**config.mk**
```make
export PLATFORM = sky130hd
export DESIGN_NAME = unidad_adelantamiento
export DESIGN_NICKNAME = d
export VERILOG_FILES = /design/src/rtl/mips_pkg.sv /design/src/rtl/selector_origen.sv /design/src/rtl/unidad_adelantamiento.sv
export SDC_FILE = /design/constraint.sdc
export NUM_CORES = 1
export LEC_CHECK = 0
export BUFFER_PORTS_ARGS = -buffer_cell sky130_fd_sc_hd__buf_2
export CORE_ASPECT_RATIO = 1.1
export CORE_UTILIZATION = 30
export CTS_BUF_LIST = sky130_fd_sc_hd__clkbuf_4 sky130_fd_sc_hd__clkbuf_8
export CTS_CLUSTER_SIZE = 16
export DETAILED_ROUTE_END_ITERATION = 7
export GPL_TIMING_DRIVEN = 0
export PLACE_DENSITY = 0.62
export SYNTH_ARGS = -nofsm -noshare
export SYNTH_HDL_FRONTEND = slang
export SYNTH_HIERARCHICAL = 1
export SYNTH_SLANG_ARGS = --single-unit
```
**constraint.sdc**
```tcl
create_clock -name clk -period 4.9 [get_ports clk]
set_input_delay 1.225 -clock clk [delete_from_list [all_inputs] [get_ports clk]]
set_output_delay 1.225 -clock clk [all_outputs]
set_load 0.005 [all_outputs]
```
**src/rtl/mips_pkg.sv**
```systemverilog
// Shared definitions for the MIPS pipeline forwarding/hazard logic:
// operand-mux select codes, per-stage destination tags and the producer test.
package mips_pkg;

  localparam int REG_W = 5;
  localparam int SEL_W = 2;

  localparam logic [SEL_W-1:0] SEL_REGFILE = 2'd0;
  localparam logic [SEL_W-1:0] SEL_MEM     = 2'd1;
  localparam logic [SEL_W-1:0] SEL_WB      = 2'd2;
  localparam logic [SEL_W-1:0] SEL_POSTWB  = 2'd3;

  typedef struct packed {
    logic             valid;
    logic [REG_W-1:0] rd;
    logic             escribe_reg;
    logic             es_carga;
  } tag_etapa_t;

  typedef struct packed {
    logic             valid;
    logic [REG_W-1:0] rd;
    logic             escribe_reg;
  } tag_postwb_t;

  localparam tag_etapa_t TAG_BURBUJA = '0;

  // Register $0 is hard-wired to zero, so it is never a produced value.
  function automatic logic produce(input tag_etapa_t t, input logic [REG_W-1:0] r);
    return t.valid && t.escribe_reg && (t.rd == r) && (r != '0);
  endfunction

endpackage

```
**src/rtl/selector_origen.sv**
```systemverilog
// Per-operand source selection and hazard detection against the EX/MEM/WB tags.
// FORWARDING_EN selects forwarding; otherwise every in-flight producer interlocks.
module selector_origen
  import mips_pkg::*;
(
  input  logic [REG_W-1:0] r_i,
  input  logic             usa_i,
  input  tag_etapa_t       tag_ex_i,
  input  tag_etapa_t       tag_mem_i,
  input  tag_etapa_t       tag_wb_i,
  output logic [SEL_W-1:0] sel_o,
  output logic             hazard_carga_o
);

  logic prod_ex;
  logic prod_mem;
  logic prod_wb;

  assign prod_ex  = usa_i && produce(tag_ex_i, r_i);
  assign prod_mem = usa_i && produce(tag_mem_i, r_i);
  assign prod_wb  = usa_i && produce(tag_wb_i, r_i);

`ifdef FORWARDING_EN
  // Youngest producer wins.
  always_comb begin
    sel_o = SEL_REGFILE;
    if (prod_ex) begin
      sel_o = SEL_MEM;
    end else if (prod_mem) begin
      sel_o = SEL_WB;
    end else if (prod_wb) begin
      sel_o = SEL_POSTWB;
    end
  end

  // Only a load in EX cannot be forwarded in time.
  assign hazard_carga_o = prod_ex && tag_ex_i.es_carga;

  logic unused_carga;
  assign unused_carga = tag_mem_i.es_carga ^ tag_wb_i.es_carga;
`else
  assign sel_o          = SEL_REGFILE;
  assign hazard_carga_o = prod_ex || prod_mem || prod_wb;

  logic unused_carga;
  assign unused_carga = tag_ex_i.es_carga ^ tag_mem_i.es_carga ^ tag_wb_i.es_carga;
`endif

endmodule

```
**src/rtl/unidad_adelantamiento.sv**
```systemverilog
// Forwarding and load-use hazard unit for the 5-stage MIPS pipeline.
// Define FORWARDING_EN for operand forwarding; undefined gives a full interlock.
module unidad_adelantamiento #(
  parameter int REG_W = 5,
  parameter int SEL_W = 2
) (
  input  logic             clk,
  input  logic             rst_n,
  input  logic             id_valid,
  input  logic [REG_W-1:0] id_rs,
  input  logic [REG_W-1:0] id_rt,
  input  logic             id_usa_rs,
  input  logic             id_usa_rt,
  input  logic [REG_W-1:0] id_rd,
  input  logic             id_escribe_reg,
  input  logic             id_es_carga,
  input  logic             flush,
  output logic             stall,
  output logic [SEL_W-1:0] sel_a,
  output logic [SEL_W-1:0] sel_b,
  output logic             ex_valid
);
  import mips_pkg::*;

  // Handshake: none; the pipeline advances every cycle. stall holds PC and
  // IF/ID for this cycle only, and EX then receives a bubble.

  tag_etapa_t       ex_q;
  tag_etapa_t       ex_d;
  tag_etapa_t       mem_q;
  tag_etapa_t       wb_q;
  tag_postwb_t      postwb_q;
  logic [SEL_W-1:0] sel_a_q;
  logic [SEL_W-1:0] sel_a_d;
  logic [SEL_W-1:0] sel_b_q;
  logic [SEL_W-1:0] sel_b_d;

  logic [SEL_W-1:0] sel_rs;
  logic [SEL_W-1:0] sel_rt;
  logic             haz_rs;
  logic             haz_rt;
  logic             entra;

  selector_origen u_sel_rs (
    .r_i            (id_rs),
    .usa_i          (id_usa_rs),
    .tag_ex_i       (ex_q),
    .tag_mem_i      (mem_q),
    .tag_wb_i       (wb_q),
    .sel_o          (sel_rs),
    .hazard_carga_o (haz_rs)
  );

  selector_origen u_sel_rt (
    .r_i            (id_rt),
    .usa_i          (id_usa_rt),
    .tag_ex_i       (ex_q),
    .tag_mem_i      (mem_q),
    .tag_wb_i       (wb_q),
    .sel_o          (sel_rt),
    .hazard_carga_o (haz_rt)
  );

  // A flush squashes the ID instruction, so it can never also be held.
  assign stall = id_valid && !flush && (haz_rs || haz_rt);
  assign entra = id_valid && !stall && !flush;

  always_comb begin
    ex_d    = TAG_BURBUJA;
    sel_a_d = SEL_REGFILE;
    sel_b_d = SEL_REGFILE;
    if (entra) begin
      ex_d.valid       = 1'b1;
      ex_d.rd          = id_rd;
      ex_d.escribe_reg = id_escribe_reg;
      ex_d.es_carga    = id_es_carga;
      sel_a_d          = sel_rs;
      sel_b_d          = sel_rt;
    end
  end

  always_ff @(posedge clk or negedge rst_n) begin
    if (!rst_n) begin
      ex_q     <= TAG_BURBUJA;
      mem_q    <= TAG_BURBUJA;
      wb_q     <= TAG_BURBUJA;
      postwb_q <= '0;
      sel_a_q  <= SEL_REGFILE;
      sel_b_q  <= SEL_REGFILE;
    end else begin
      ex_q     <= ex_d;
      mem_q    <= ex_q;
      wb_q     <= mem_q;
      postwb_q <= {wb_q.valid, wb_q.rd, wb_q.escribe_reg};
      sel_a_q  <= sel_a_d;
      sel_b_q  <= sel_b_d;
    end
  end

  // The post-WB tag is the last stop before a tag retires; it feeds no select.
  logic unused_postwb;
  assign unused_postwb = ^postwb_q;

  assign sel_a    = sel_a_q;
  assign sel_b    = sel_b_q;
  assign ex_valid = ex_q.valid;

endmodule
```
# [Word level (Yosys, flattened, before mapping)]
# Cells that the tools add are included.
[totals] register_bits=21 input_bits=23 output_inout_bits=6 word_cells=50
[op_classes] eq_ne=6 muxes=1 reduce_logical=34
[ops] op="equality test 5 bit" count=6
[ops] op="logical AND 1 bit" count=25
[ops] op="nonzero test 5 bit" count=2
[ops] op="2-to-1 mux 8 bit" count=1
[ops] op="logical OR 1 bit" count=5
[ops] op="zero test 1 bit" count=2

# [Logic depth before layout (Yosys ltp)]
# Gate-level depths: netlist of the first run.
[logic_depth] depth_word=12 mapped_depth=7 depth_no_buf=6

# [Hierarchy]
# Netlist of the first run, hierarchy kept.
[by_module_without_submodules] module="unidad_adelantamiento" n_inst=1 cells_each=43 area_per_inst_um2=815.8 seq_area_each_um2=700.7
[by_module_without_submodules] module="selector_origen" n_inst=2 cells_each=28 area_per_inst_um2=212.7 seq_area_each_um2=0.0

# [Worst setup path before layout of the first run]
# OpenSTA, ideal clock, no wires.
[synth_path] path_kind="input-to-output" start="input id_rt[2]" end="output stall" t_arrival_ns=2.167 t_required_ns=3.675 path_slack_ns=1.508 path_stages=4 path_buffers=0 cell_sequence="or4_1 -> o221a_1 -> nor2_1 -> nor3b_1"
[synth_between] elab_chain_cells=8 word_cells_on_any_way=17 cone_classes="eq/ne: 3; reduce/logical: 14"
[synth_rtl] item="start, declared" line_no="unidad_adelantamiento.sv:11" source="input logic [REG_W-1:0] id_rt,"
[synth_rtl] item="equality test 5 bit" line_no="mips_pkg.sv:30" source="return t.valid && t.escribe_reg && (t.rd == r) && (r != '0);"
[synth_rtl] item="logical AND 1 bit (2 in series)" line_no="mips_pkg.sv:30"
[synth_rtl] item="logical AND 1 bit, on equally long branches" line_no="selector_origen.sv:19, selector_origen.sv:20"
[synth_rtl] item="logical OR 1 bit" line_no="selector_origen.sv:43" source="assign hazard_carga_o = prod_ex || prod_mem || prod_wb;"
[synth_rtl] item="logical OR 1 bit (*)" line_no="selector_origen.sv:43"
[synth_rtl] item="named net haz_rt" line_no="unidad_adelantamiento.sv:41" source="logic haz_rt;"
[synth_rtl] item="logical OR 1 bit (*)" line_no="unidad_adelantamiento.sv:65" source="assign stall = id_valid && !flush && (haz_rs || haz_rt);"
[synth_rtl] item="logical AND 1 bit (*)" line_no="unidad_adelantamiento.sv:65"
[synth_rtl] item="end, declared" line_no="unidad_adelantamiento.sv:18" source="output logic stall,"
# Mark *: on every way through the listed nets, which the timed path passes. The rest lies on a longest branch.

# [Worst setup path after layout of the first run]
[layout_path] start="input id_rt[0]" end="output stall"
# Same word-level chain as after synthesis.

==> flow_metrics.env, run 1 <==
export IMPL_crit_start="id_rt[0]"
export IMPL_r2r_end="ex_q[3]"
export IMPL_rr_worst_depth=7
export IMPL_cap_violations=0
export IMPL_via_count=770
export IMPL_nets=152
export IMPL_hold_buffers=0
export IMPL_combPwrFrac_pct=13.1
export IMPL_hp_class="flop to flop"
export IMPL_status="finished clean"
export IMPL_grt_usage_pct=11.56
export IMPL_drcViolationCount=0
export IMPL_cts_sinks=25
export IMPL_synthesis_yosys_warnings=6
export IMPL_seqPwrFrac_pct=55.9
export IMPL_finalSetupViolCount=0
export IMPL_die_w_um=61.29
export IMPL_antenna_found_initial=0
export IMPL_finClkSkew_ns=0.002414
export IMPL_die_h_um=67.22
export IMPL_place_inst=174
export IMPL_drive_gt1_share_pct=28.91
export IMPL_syn_inst=95
export IMPL_cts_setup_buffers=0
export IMPL_fin_tns_setup_ns=0
export IMPL_syn2layout_area_growth_pct=21.90
export IMPL_grt_start_max_net_pins=26
export IMPL_firstDrtPassIters=4
export IMPL_num_antenna_cells=0
export IMPL_stdcell_count=178
export IMPL_p_int_uw=305.3
export IMPL_tritoncts="done"
export IMPL_io_pins=29
export IMPL_n_fill_cell=387
export IMPL_wl_per_cell_um=12.56
export IMPL_timing_slew_headroom_pct=64.12
export IMPL_dpl_worst_slack_ns=1.122
export IMPL_startpoint_type="input port"
export IMPL_post_route_period_util_pct=77.57
export IMPL_timing_fmax_mhz=263.1
export IMPL_critPathRequiredTime_ns=3.67
export IMPL_routed_wl_mm=2.235
export IMPL_worst_path_max_fanout=4
export IMPL_path_clk_slew_ns=0.08
export IMPL_cts_resized=0
export IMPL_pwr_share_clk_pct=31.0
export IMPL_cts_max_level=1
export IMPL_syn_cell_area_um2=1160
export IMPL_grt_pass1_vias=796
export IMPL_root_buffer="clkbuf_8"
export IMPL_core_area_um2=3684
export IMPL_routed_via_density=4.326
export IMPL_fin_crit_ns=3.801
export IMPL_overflow=0
export IMPL_hold_violations=0
export IMPL_reg2reg_from="ex_q[4]"
export IMPL_ant_nets=0
export IMPL_power_switching_share_pct=22.74
export IMPL_worst_slew_pin_slew_ns=0.5382
export IMPL_critical_path_class="input port to output port"
export IMPL_finalWeightedCongestion=0.6924
export IMPL_cts_buffer_depth=2
export IMPL_end_kind="output port"
export IMPL_clock_latency_ns=0.26
export IMPL_worst_slack_ns=1.099
export IMPL_synth_avg_cell_area_um2=12.21
export IMPL_p_per_area_nw_per_um2=279.5
export IMPL_rows=23
export IMPL_crit_arrival_ns=2.58
export IMPL_total_power_uw=395.1
export IMPL_cts_buffers=3
export IMPL_grt_pass1_wl_mm=3.353
export IMPL_io_buffer_count=27
export IMPL_endpoint="stall"
export IMPL_peakVddDrop_uv=131.5
export IMPL_place_hpwl_mm=1.771
export IMPL_die_area_um2=4119
export IMPL_drtIter0Drc=13
export IMPL_p_leak_uw=0.0006140
export IMPL_grt_setup_unrepaired="no"
export IMPL_utilization_pct=38.38
export IMPL_initial_core_util_pct=31.49
export IMPL_drv_slew=0
export IMPL_switching_power_uw=89.86
export IMPL_ff2ff_setup_slack_ns=3.13
-- layer usage --
| metal | wire length, µm | global-route usage (%) |
|---|---|---|
| met1 | 892 | 13.41 |
| met2 | 1254 | 20.92 |
| met3 | 69 | 1.341 |
| met4 | 19 | 5.114 |
| met5 | 0 | 0 |
-- power by group through the flow --
stage	sequential (µW)	combinational, µW	clock [µW]
floorplan	224	27.6	0
global placement	225	50.2	0
detailed placement	225	51.5	0
CTS	221	51.7	126
global route	222	56.8	132
finish	221	51.7	122
-- state kept, by name, summed over array words and instances, names as in the netlist --
register,count
ex_q,6
ex_valid,1
mem_q,7
sel_a,2
sel_b,2
wb_q,7
-- per-stage QoR --
| step | hold slack (ns) | instance area, µm² |
|---|---|---|
| 4_1_cts | 0.4043 | 1414 |
| 6_report | 0.4050 | 1414 |
| 2_1_floorplan | 0.3731 | 1167 |
| 3_5_place_dp | 0.3853 | 1365 |
| 3_3_place_gp | 0.3825 | 1365 |
| 5_1_grt | 0.4148 | 1414 |
-- how the worst min path moves through the flow --
stage,start,endpoint,depth (start not counted)
global route,ex_q[1],mem_q[1],0
detailed placement,ex_q[1],mem_q[1],0
finish,ex_q[1],mem_q[1],0
floorplan,ex_q[1],mem_q[1],0
global placement,mem_q[1],wb_q[1],0
CTS,ex_q[1],mem_q[1],0
-- layout make-up --
| cell class | instances | area [µm²] | area share [%] |
|---|---|---|---|
| tap | 50 | 62.56 | 4.425 |
| buffer | 5 | 41.29 | 2.920 |
| multi-input combinational | 67 | 500.5 | 35.40 |
| timing repair buffer | 27 | 135.1 | 9.558 |
| sequential | 25 | 625.6 | 44.25 |
| clock buffer | 4 | 48.80 | 3.451 |
-- placed cells by master (no fill, tap or decap), drive strengths merged --
cell type and count:
and2 10, buf 32, clkbuf 4, conb 4, dfrtp 25, nand3 6
nand4 6, nor2 3, nor3b 1, nor4b 1, o221a 2, o22ai 2
or4 2, xnor2 30
-- critical path, cell delays in order --
cell,delay [ns]
buf_2,0.14
xnor2_1,0.18
nand4_1,0.12
o22ai_1,0.20
o221a_1,0.29
nor2_1,0.07
nor3b_1,0.18
buf_2,0.15
Note: power is estimated with default switching activity, not from simulation.
==> inputs of run 2 (changes only) <==
--- a/config.mk
+++ b/config.mk
@@ -5,6 +5,7 @@
 export SDC_FILE = /design/constraint.sdc
 export NUM_CORES = 1
 export LEC_CHECK = 0
+export ABC_AREA = 1
 export BUFFER_PORTS_ARGS = -buffer_cell sky130_fd_sc_hd__buf_2
 export CORE_ASPECT_RATIO = 1.1
 export CORE_UTILIZATION = 30
@@ -12,7 +13,7 @@
 export CTS_CLUSTER_SIZE = 16
 export DETAILED_ROUTE_END_ITERATION = 7
 export GPL_TIMING_DRIVEN = 0
-export PLACE_DENSITY = 0.62
+export PLACE_DENSITY = 0.6
 export SYNTH_ARGS = -nofsm -noshare
 export SYNTH_HDL_FRONTEND = slang
 export SYNTH_HIERARCHICAL = 1
==> constraint.sdc (replaced) <==
create_clock -name clk -period 3.5 [get_ports clk]
set_input_delay 0.875 -clock clk [delete_from_list [all_inputs] [get_ports clk]]
set_output_delay 0.875 -clock clk [all_outputs]
set_load 0.005 [all_outputs]
==> run 2 against run 1 <==
Via count is 70% higher. Flip-flop and latch count stayed put. Final area rose by 22%. Combinational power increased by 61%. Clock power rose by 42%. Die area increased by 25%. Critical path type unchanged. Synthesized area increased by 26%. Hold slack gained 0.0034 ns. Routed wire length rose by 32%.
==> flow_metrics.env, run 2 <==
export IMPL_syn_inst=226
export IMPL_cts_sinks=25
export IMPL_cp_cell_sequence="buf_2 > inv_2 > nand2_1 > o21ai_1 > nor2_1 > nand3_1 > nand3_1 > nand2_1 > inv_1 > nor2_2 > nor2_1 > buf_2"
export IMPL_ff2ff_setup_slack_ns=2.04
export IMPL_clock_latency_ns=0.27
export IMPL_crit_arrival_ns=1.85
export IMPL_hold_violations=0
export IMPL_routed_wl_mm=2.961
export IMPL_fin_tns_setup_ns=0
export IMPL_endpoint="stall"
export IMPL_fin_crit_ns=2.726
export IMPL_grt_pass1_vias=1235
export IMPL_grt_start_max_net_pins=26
export IMPL_reg2reg_from="ex_q[5]"
export IMPL_grtUsageMet3_pct=2.424
export IMPL_timing_slew_headroom_pct=64.08
export IMPL_final_cell_mix="nand2_1, inv_1, buf_2"
export IMPL_status="finished clean"
export IMPL_cap_violations=0
export IMPL_grt_pass1_wl_mm=5.326
export IMPL_grt_busiest_layer="met2"
export IMPL_antenna_found_initial=0
export IMPL_worst_path_max_fanout=5
export IMPL_crit_start="id_rt[2]"
export IMPL_drive_gt1_share_pct=22.78
export IMPL_cts_buffer_depth=2
export IMPL_die_h_um=75.24
export IMPL_routed_via_density=4.146
export IMPL_p_per_area_nw_per_um2=329.0
export IMPL_cts_setup_buffers=0
export IMPL_ant_nets=0
export IMPL_cts_max_level=1
export IMPL_grtUsageMet2_pct=23.97
export IMPL_wl_per_cell_um=9.400
export IMPL_finalWeightedCongestion=0.8585
export IMPL_startpoint_type="input port"
export IMPL_root_buffer="clkbuf_8"
export IMPL_finClkSkew_ns=0.002089
export IMPL_via_count=1306
export IMPL_post_route_period_util_pct=77.88
export IMPL_cts_buffers=3
export IMPL_die_w_um=68.58
export IMPL_firstDrtPassIters=4
export IMPL_p_leak_uw=0.001025
export IMPL_gr_usage_met1_pct=17.53
export IMPL_hp_class="flop to flop"
export IMPL_crit_slowest_cell="nor2_2"
export IMPL_r2r_end="ex_valid"
export IMPL_syn_cell_area_um2=1463
export IMPL_synthesis_yosys_warnings=6
export IMPL_core_area_um2=4652
export IMPL_syn2layout_area_growth_pct=17.88
export IMPL_final_common_cell="nand2_1"
export IMPL_drv_slew=0
export IMPL_peakVddDrop_uv=208.1
export IMPL_min_delay_start="ex_q[1]"
export IMPL_path_clk_slew_ns=0.09
export IMPL_io_pins=29
export IMPL_initial_core_util_pct=31.44
export IMPL_reg_top3="mem_q: 7 flops, wb_q: 7 flops, ex_q: 6 flops"
export IMPL_drtIter0Drc=58
export IMPL_critical_path_class="input port to output port"
export IMPL_rr_worst_depth=12
export IMPL_io_buffer_count=27
export IMPL_slowest_delay_ns=0.14
export IMPL_utilization_pct=37.06
export IMPL_worst_slew_pin_slew_ns=0.5388
export IMPL_grt_setup_unrepaired="no"
export IMPL_overflow=0
export IMPL_stdcell_count=315
export IMPL_grt_usage_pct=14.08
export IMPL_num_antenna_cells=0
export IMPL_critPathRequiredTime_ns=2.62
export IMPL_nets=283
export IMPL_tritoncts="done"
export IMPL_cts_resized=0
export IMPL_timing_fmax_mhz=366.9
export IMPL_hold_buffers=0
export IMPL_end_kind="output port"
export IMPL_synth_avg_cell_area_um2=6.472
export IMPL_place_hpwl_mm=2.366
export IMPL_finalSetupViolCount=0
export IMPL_drcViolationCount=0
export IMPL_place_inst=311
export IMPL_rows=26
export IMPL_die_area_um2=5159
run 2: changes by cell type in the layout (fill, tap and decap cells not counted), moves of 4 or more:
cell,before,now
nand2_1,0,85
inv_1,0,45
xnor2_1,30,0
nor2_1,3,25
nor2_2,0,11
and2_1,10,0
inv_2,0,10
nand3_1,6,10
nand4_1,6,2
run 2: per-stage QoR:
stage	power [µW]	hold WS, ns	area [µm²]	setup WS, ns
5_1_grt	603.2	0.4215	1724	0.5986
4_1_cts	576.1	0.4118	1724	0.7567
3_3_place_gp	400.0	0.3867	1675	0.7773
3_5_place_dp	401.4	0.3915	1675	0.7656
2_1_floorplan	365.3	0.3735	1470	1.149
6_report	567.2	0.4085	1724	0.7743
run 2: layer usage:
| metal | part of all wire [%] | vias up |
|---|---|---|
| met1 | 46 | 574 |
| met4 | 1.7 | 0 |
| met2 | 47 | 26 |
| met5 | 0 | - |
| met3 | 4.5 | 5 |
| li1 | - | 701 |
run 2: layout make-up:
type                            count  area, µm²
Timing Repair Buffer               27      135.1
Clock buffer                        3      41.29
Inverter                           55      206.4
Tap cell                           56      70.07
Clock inverter                      1      7.507
Multi-Input combinational cell    143      596.8
Fill cell                         509       2928
Sequential cell                    25      625.6
Buffer                              5      41.29
run 2: power by group:
group	switching, µW	total [µW]	internal [µW]
clock	91.9	173	80.7
sequential	11.4	311	300
combinational	49.5	83.2	33.7
total	153	567	414
run 2: worst max-delay path, delay by kind of cell:
kind	cells	cell delay, ns
AOI/OAI and AO/OA	1	0.07
and+or+nand+nor	7	0.54
buffers and inverters	4	0.37
run 2: worst min path at each step:
| stage | to | slack, ns | cells past startpoint |
|---|---|---|---|
| floorplan | mem_q[1] | 0.37 | 0 |
| global placement | mem_q[1] | 0.39 | 0 |
| detailed placement | mem_q[1] | 0.39 | 0 |
| CTS | mem_q[1] | 0.41 | 0 |
| global route | wb_q[7] | 0.42 | 0 |
| finish | mem_q[1] | 0.41 | 0 |
